**src/rtl/pulse_generator_pkg.sv**
```systemverilog
// Shared definitions for the pulse generator: state encoding and default field widths.
package pulse_generator_pkg;

   localparam int CNT_W_DEF = 16;
   localparam int PH_W_DEF  = 8;

   typedef enum logic [1:0] {
      ST_IDLE = 2'd0,
      ST_HIGH = 2'd1,
      ST_LOW  = 2'd2,
      ST_DONE = 2'd3
   } pg_state_e;

endpackage

```
**src/rtl/pulse_phase_timer.sv**
```systemverilog
// Phase-length down-counter: loaded at phase entry, counts to zero and parks there.
module pulse_phase_timer #(
   parameter int PH_W = 8
) (
   input  logic            clk,
   input  logic            rst_n,
   input  logic            load,
   input  logic [PH_W-1:0] load_val,
   output logic [PH_W-1:0] value,
   output logic            expired
);

   always_ff @(posedge clk or negedge rst_n) begin
      if (!rst_n)
         value <= '0;
      else if (load)
         value <= load_val;
      else if (value != '0)
         value <= value - PH_W'(1);
   end

   assign expired = (value == '0);

endmodule

```
**src/rtl/pulse_generator.sv**
```systemverilog
// Burst pulse generator: emits load_count pulses of H cycles high separated by L cycles low.
module pulse_generator
   import pulse_generator_pkg::*;
#(
   parameter int CNT_W = CNT_W_DEF,
   parameter int PH_W  = PH_W_DEF
) (
   input  logic             clk,
   input  logic             rst_n,
   input  logic             run,
   input  logic [CNT_W-1:0] load_count,
   input  logic [PH_W-1:0]  high_cycles,
   input  logic [PH_W-1:0]  low_cycles,
   output logic             out_pulse,
   output logic [CNT_W-1:0] remaining,
   output logic             busy,
   output logic             done
);

   pg_state_e        state_q, state_d;
   logic [CNT_W-1:0] rem_d;
   logic [PH_W-1:0]  h_q, h_d, l_q, l_d;
   logic             tmr_load;
   logic [PH_W-1:0]  tmr_val;
   logic [PH_W-1:0]  tmr_value;
   logic             tmr_expired;

   function automatic logic [PH_W-1:0] at_least_one(input logic [PH_W-1:0] v);
      return (v == '0) ? PH_W'(1) : v;
   endfunction

   pulse_phase_timer #(.PH_W(PH_W)) u_timer (
      .clk      (clk),
      .rst_n    (rst_n),
      .load     (tmr_load),
      .load_val (tmr_val),
      .value    (tmr_value),
      .expired  (tmr_expired)
   );

   always_comb begin
      state_d  = state_q;
      rem_d    = remaining;
      h_d      = h_q;
      l_d      = l_q;
      tmr_load = 1'b0;
      tmr_val  = h_q - PH_W'(1);
      // run low wins from any state: abort, reload fields, sit in IDLE
      if (!run) begin
         state_d = ST_IDLE;
         rem_d   = load_count;
         h_d     = at_least_one(high_cycles);
         l_d     = at_least_one(low_cycles);
      end else begin
         case (state_q)
            ST_IDLE: begin
               if (remaining != '0) begin
                  state_d  = ST_HIGH;
                  tmr_load = 1'b1;
               end else begin
                  state_d = ST_DONE;
               end
            end
            ST_HIGH: begin
               if (tmr_expired) begin
                  if (remaining <= CNT_W'(1)) begin
                     state_d = ST_DONE;
                     rem_d   = '0;
                  end else begin
                     state_d  = ST_LOW;
                     rem_d    = remaining - CNT_W'(1);
                     tmr_load = 1'b1;
                     tmr_val  = l_q - PH_W'(1);
                  end
               end
            end
            ST_LOW: begin
               if (tmr_expired) begin
                  state_d  = ST_HIGH;
                  tmr_load = 1'b1;
               end
            end
            default: state_d = ST_DONE;
         endcase
      end
   end

   // outputs are decoded from the next state so they switch on the same edge as state
   always_ff @(posedge clk or negedge rst_n) begin
      if (!rst_n) begin
         state_q   <= ST_IDLE;
         remaining <= '0;
         h_q       <= PH_W'(1);
         l_q       <= PH_W'(1);
         out_pulse <= 1'b0;
         busy      <= 1'b0;
         done      <= 1'b0;
      end else begin
         state_q   <= state_d;
         remaining <= rem_d;
         h_q       <= h_d;
         l_q       <= l_d;
         out_pulse <= (state_d == ST_HIGH);
         busy      <= (state_d == ST_HIGH) || (state_d == ST_LOW);
         done      <= (state_d == ST_DONE);
      end
   end

   a_timer_in_range: assert property (@(posedge clk) disable iff (!rst_n)
      (state_q == ST_HIGH || state_q == ST_LOW) |->
         tmr_value < ((state_q == ST_HIGH) ? h_q : l_q));

endmodule

```
**config.mk**
```make
export PLATFORM = sky130hd
export DESIGN_NAME = pulse_generator
export DESIGN_NICKNAME = d
export VERILOG_FILES = /design/src/rtl/pulse_generator_pkg.sv /design/src/rtl/pulse_phase_timer.sv /design/src/rtl/pulse_generator.sv
export SDC_FILE = /design/constraint.sdc
export NUM_CORES = 1
export LEC_CHECK = 0
export BUFFER_PORTS_ARGS = -buffer_cell sky130_fd_sc_hd__clkbuf_2
export CAP_MARGIN = 20
export CORE_MARGIN = 2
export CORE_UTILIZATION = 55
export DETAILED_ROUTE_END_ITERATION = 10
export PLACE_DENSITY_LB_ADDON = 0.05
export SLEW_MARGIN = 0
export SYNTH_ARGS = -nofsm -noshare
export SYNTH_HDL_FRONTEND = slang
export SYNTH_SLANG_ARGS = --single-unit
```
**constraint.sdc**
```tcl
create_clock -name clk -period 2.6 [get_ports clk]
set_input_delay 0.52 -clock clk [delete_from_list [all_inputs] [get_ports clk]]
set_output_delay 0.52 -clock clk [all_outputs]
set_load 0.03 [all_outputs]
```
# == Word-level counts from Yosys, hierarchy flattened ==
# Index checks and enable logic that the tools add are counted.
# classes
addsub,4
n_lt_le_gt_ge,1
eq_ne,7
n_mux,24
reduce_logical,9
# ops
cell,n
$mux W16,4
$mux W8,8
$logic_not A8 Y1,3
$sub A8 B1 Y8 const B,3
$le A16 B1 Y1 const B,1
$reduce_bool A16 Y1,1
$sub A16 B1 Y16 const B,1
$mux W2,4
$reduce_bool A8 Y1,1
$eq A2 B2 Y1 const B,3
$mux W1,6
$pmux W2 S3,1
$eq A2 B1 Y1 const B,2
$ne A2 B1 Y1 const B,2
$pmux W1 S3,1
$logic_not A2 Y1,1
$reduce_and A2 Y1,1
$reduce_bool A2 Y1,1
$logic_or A1 B1 Y1,1
# word_totals
register_bits,45
in_bits,35
output_inout_bits,19
wordCells,53

# == Logic depth before layout (Yosys ltp) ==
# depth
depth_word,7
depth_mapped,10
ltp_nobuf,9

# == Hierarchy ==
# A second synthesis with hierarchy kept.
# unflattened
cells_unflattened,298
hier_area_um2,2713.9
# by_module_without_submodules
mod,instances,cells_each,area_each_um2,seq_area_each_um2
pulse_generator,1,244,2237.1,928.4
pulse_phase_timer,1,54,476.7,200.2

# == Worst setup path before layout ==
# Ideal clock, no wire load.
# synth_timing
kind,register to register
from,reg remaining[6]
to,reg u_timer.value[6]
arrival_ns,2.406
path_slack_ns,0.069
stages_incl_launch_ff,7
synth_period_minus_slack_ns,2.531
cell_sequence,dfrtp_1 -> or4_4 -> nor4_4 -> a31oi_4 -> nand2_2 -> mux2_1 -> mux2_4
# synth_between
elab_chain_len,6
# synth_lines
item,line,text
start: declaration,pulse_generator.sv:15,"output logic [CNT_W-1:0] remaining,"
start signal: assignment,pulse_generator.sv:100,remaining <= rem_d;
$le A16 B1 Y1,pulse_generator.sv:66,if (remaining <= CNT_W'(1)) begin
$mux W1 / $mux W8 (equally long branches),pulse_generator.sv:66,
$mux W1 / $mux W8 (equally long branches),pulse_generator.sv:65,if (tmr_expired) begin
$pmux W1 S3 / $mux W8 (equally long branches),pulse_generator.sv:55,case (state_q)
$mux W1 / $mux W8 (equally long branches),pulse_generator.sv:49,if (!run) begin
$mux W8 / $reduce_bool A2 Y1 (equally long branches),-,
end signal: assignment,pulse_phase_timer.sv:17,value <= load_val;
end signal: assignment,pulse_phase_timer.sv:19,value <= value - PH_W'(1);
end: declaration,pulse_phase_timer.sv:9,"output logic [PH_W-1:0] value,"
# Several ways; a longest one is shown, not always the timed one.
# A chain may end at the register's enable or synchronous reset.

# == Worst setup path in the final report ==
# layout_timing
from,reg remaining[7]
to,reg u_timer.value[6]
# Same word-level chain as after synthesis.

==> flow_metrics.py <==
metrics = {
    "setup_path": {
        "worstPathRequired_ns": 2.80,
        "critPathBufInv": 0,
        "crit_fanout": 9,
        "critPathKind": "register to register",
        "cp.arrival_ns": 2.68,
        "r2r_cells": 6,
        "path_cells": "or4_4 > nor4_4 > a31oi_4 > nand2_2 > mux2_1 > mux2_4",
        "r2r_setup_slack_ns": 0.11,
        "cp_slowest_cell": "or4_4",
        "max_stage_delay_ns": 0.57,
        "end_kind": "register",
        "r2r-start": "remaining[7]$_DFFE_PN0P_",
        "critical-path-top-delay-family": "simple AND/OR/NAND/NOR gates",
        "worst_setup_path_start_kind": "register",
        "r2r_end": "u_timer.value[6]$_DFFE_PN0P_",
    },
    "floorplan": {
        "dieArea_sq_um": 5550,
        "die_y_microns": 74.5,
        "placementRows": 25,
        "start_util_pct": 57.4,
        "die_w_microns": 74.5,
        "core_area_sq_um": 4750,
        "num_io_pins": 54,
    },
    "grt": {
        "antenna_found_initial": 0,
        "grt.overflow.total": 0,
        "grt_max_degree": 32,
        "grt_pass1_vias": 2086,
        "track_usage_pct": 23.4,
        "grt_pass1_wl_microns": 9830,
    },
    "final_layout": {
        "fillers": 408,
        "nNetsFinal": 384,
        "stdcell_count": 408,
        "multi_input_area_sq_um": 1500,
        "seq_area_sq_um": 1130,
        "fin_util_pct": 67.9,
        "drive_above_1_share_pct": 30.5,
        "diodes": 0,
        "syn2layout_area_growth_pct": 18.1,
    },
    "clocking": {
        "h-tree-depth": 2,
        "cts.path.max_buffers": 2,
        "cts_tree": "done",
        "cts.clk_slew.worst_paths_ns": 0.09,
        "clock_latency_ns": 0.31,
        "root_buffer": "clkbuf_8",
        "cts_sinks": 45,
        "numCtsBuffers": 5,
    },
    "power": {
        "clockPowerShare_pct": 25.9,
        "p_sw_share_pct": 34.4,
        "power.switching_mw": 0.722,
        "pwr-share-seq_pct": 45.9,
        "leakage_nw": 1.47,
        "vdd_drop_max_mv": 0.549,
        "p_int_mw": 1.38,
        "p_comb_share_pct": 28.2,
        "power.density_nw_per_um2": 650,
    },
    "timing": {
        "skew_ns": 0.00466,
        "worstMarginPinSlew_ns": 0.427,
        "finalSetupViolations": 0,
        "fmax_mhz": 402,
        "relSlewSlack_pct": 71.2,
        "finalCritPeriodShare_pct": 95.6,
        "hold_viol": 0,
        "min_period_ns": 2.49,
        "rsz0062_at_grt": "false",
        "fin_tns_setup_ns": 0,
        "finalMaxSlewViolations": 0,
    },
    "yosys": {
        "synth_fa_ha_area_share_pct": 4.12,
        "synthMuxAreaShare_pct": 12.3,
        "synth_top_family_by_area": "simple AND/OR/NAND/NOR gates",
        "synth.most_common_cell": "dfrtp_1",
        "synth_area_leaders": "dfrtp_1 39%, mux2_2 6.6%, mux2i_1 4.8%",
        "syn_inst": 279,
        "seq_area_frac_synth_pct": 41.3,
        "ys_warn_count": 0,
        "synth.top_cell.area_share_pct": 39.4,
        "synth_xor_area_share_pct": 5.77,
        "synthesis.nets": 323,
        "syn-cell-area_sq_um": 2730,
        "synth_cell_types": 52,
        "async_reset_ff_share_pct": 100,
        "synth_compound_area_share_pct": 10.6,
        "synth-simple-area-share_pct": 22.0,
        "synth_top_flop_cell": "dfrtp_1",
        "synth_edf_count": 0,
        "synth.avg_cell_area_sq_um": 9.79,
        "synthTopCellsByCount": "43 x dfrtp_1, 26 x nor2_1, 23 x nand2_1",
        "synth.largest_area_cell": "dfrtp_1",
        "synth_seq_cells": 45,
    },
    "drt": {
        "top_layer": "met4",
        "dr.pass1.iters": 4,
        "wl_met2_microns": 2750,
        "wl_per_cell_microns": 14.8,
        "drcViolationCount": 0,
        "wl_met1_microns": 2920,
        "drtAntennaViolNets": 0,
        "initialDrtViolationCount": 115,
        "vias": 2253,
        "dr_wl_met3_microns": 277,
        "wl_microns": 6030,
        "viasPerCell": 5.52,
    },
    "placement": {
        "place_hpwl_microns": 4430,
        "placed_cells": 400,
        "portBuffers": 53,
        "globalplace.congestion": 0.795,
    },
    "outcome": {
        "outcome": "completed",
    },
    "hold_path": {
        "min_path_type": "input port to async pin",
    },
    "run": {
        "cap_violations": 0,
    },
}
[state kept, by name, indices dropped and copies added (netlist names)]
register       cells
busy               1
done               1
h_q                8
l_q                8
out_pulse          1
remaining         16
state_q            2
u_timer.value      8
[power groups by stage]
stage / Sequential, mW / Clock, mW / Combinational, mW
floorplan: 0.999 / 0 / 0.370
global placement: 0.967 / 0 / 0.569
detailed placement: 0.971 / 0 / 0.589
CTS: 0.958 / 0.554 / 0.595
global route: 0.981 / 0.584 / 0.656
finish: 0.962 / 0.543 / 0.593
[cell type report]
cell class / count / area share [%]
multi-input combinational: 211 / 46.6
clock buffer: 5 / 2.13
sequential: 45 / 35.0
tap: 67 / 2.60
timing repair buffer: 64 / 10.8
inverter: 13 / 1.51
clock inverter: 3 / 1.43
[metrics by stage]
step                hold WS, ns  worst slack, ns  instance area, sq um  power, mW
floorplan                 0.224           0.0687                  2730       1.37
global placement          0.454            0.218                  3110       1.54
detailed placement        0.443            0.136                  3110       1.56
CTS                       0.110            0.123                  3220       2.11
global route              0.119           0.0193                  3230       2.22
finish                   0.0996            0.115                  3230       2.10
[routing by layer]
metal  vias up  GRT usage (%)
met4         0           6.55
met1      1075           34.8
met2        56           34.7
met3        10           4.61
met5         -              0
li1       1112              -
[timing repair]
item                                    4_1_cts  5_1_grt
resized for setup                             0        1
buffers inserted                              0        0
endpoints found under the setup margin        0        1
hold buffers                                  0        0
[cells in the final DEF (no fill, tap or decap), types with 8 or more instances in the layout]
master / netlist / final
nand2_1: 23 / 23
ha_1: 9 / 9
nor3_1: 13 / 13
clkbuf_2: 0 / 53
xor2_1: 10 / 10
o21ai_0: 10 / 10
mux2_2: 16 / 16
a21oi_1: 14 / 14
dfrtp_1: 43 / 43
nor2_1: 26 / 26
xnor2_1: 8 / 8
buf_4: 1 / 11
mux2i_1: 13 / 13
inv_1: 13 / 13
[kinds of logic (layout without fill, tap and decap cells)]
kind of cell	after synthesis	in the layout
DFF	45	45
xor gates and xnor gates	18	18
adders and majority gates	9	9
muxes	31	31
AOI/OAI and AO/OA	44	44
buffers and inverters	23	85
and+or+nand+nor	109	109
[worst max-delay path by stage]
stage                        startpoint                           end  depth (start not counted)
5_1_grt        remaining[7]$_DFFE_PN0P_  u_timer.value[6]$_DFFE_PN0P_                          6
6_report       remaining[7]$_DFFE_PN0P_  u_timer.value[6]$_DFFE_PN0P_                          6
3_5_place_dp   remaining[7]$_DFFE_PN0P_  u_timer.value[6]$_DFFE_PN0P_                          6
2_1_floorplan  remaining[6]$_DFFE_PN0P_  u_timer.value[6]$_DFFE_PN0P_                          6
4_1_cts        remaining[7]$_DFFE_PN0P_  u_timer.value[6]$_DFFE_PN0P_                          6
3_3_place_gp   remaining[7]$_DFFE_PN0P_  u_timer.value[6]$_DFFE_PN0P_                          6
Power figures use the tool's default switching activity.
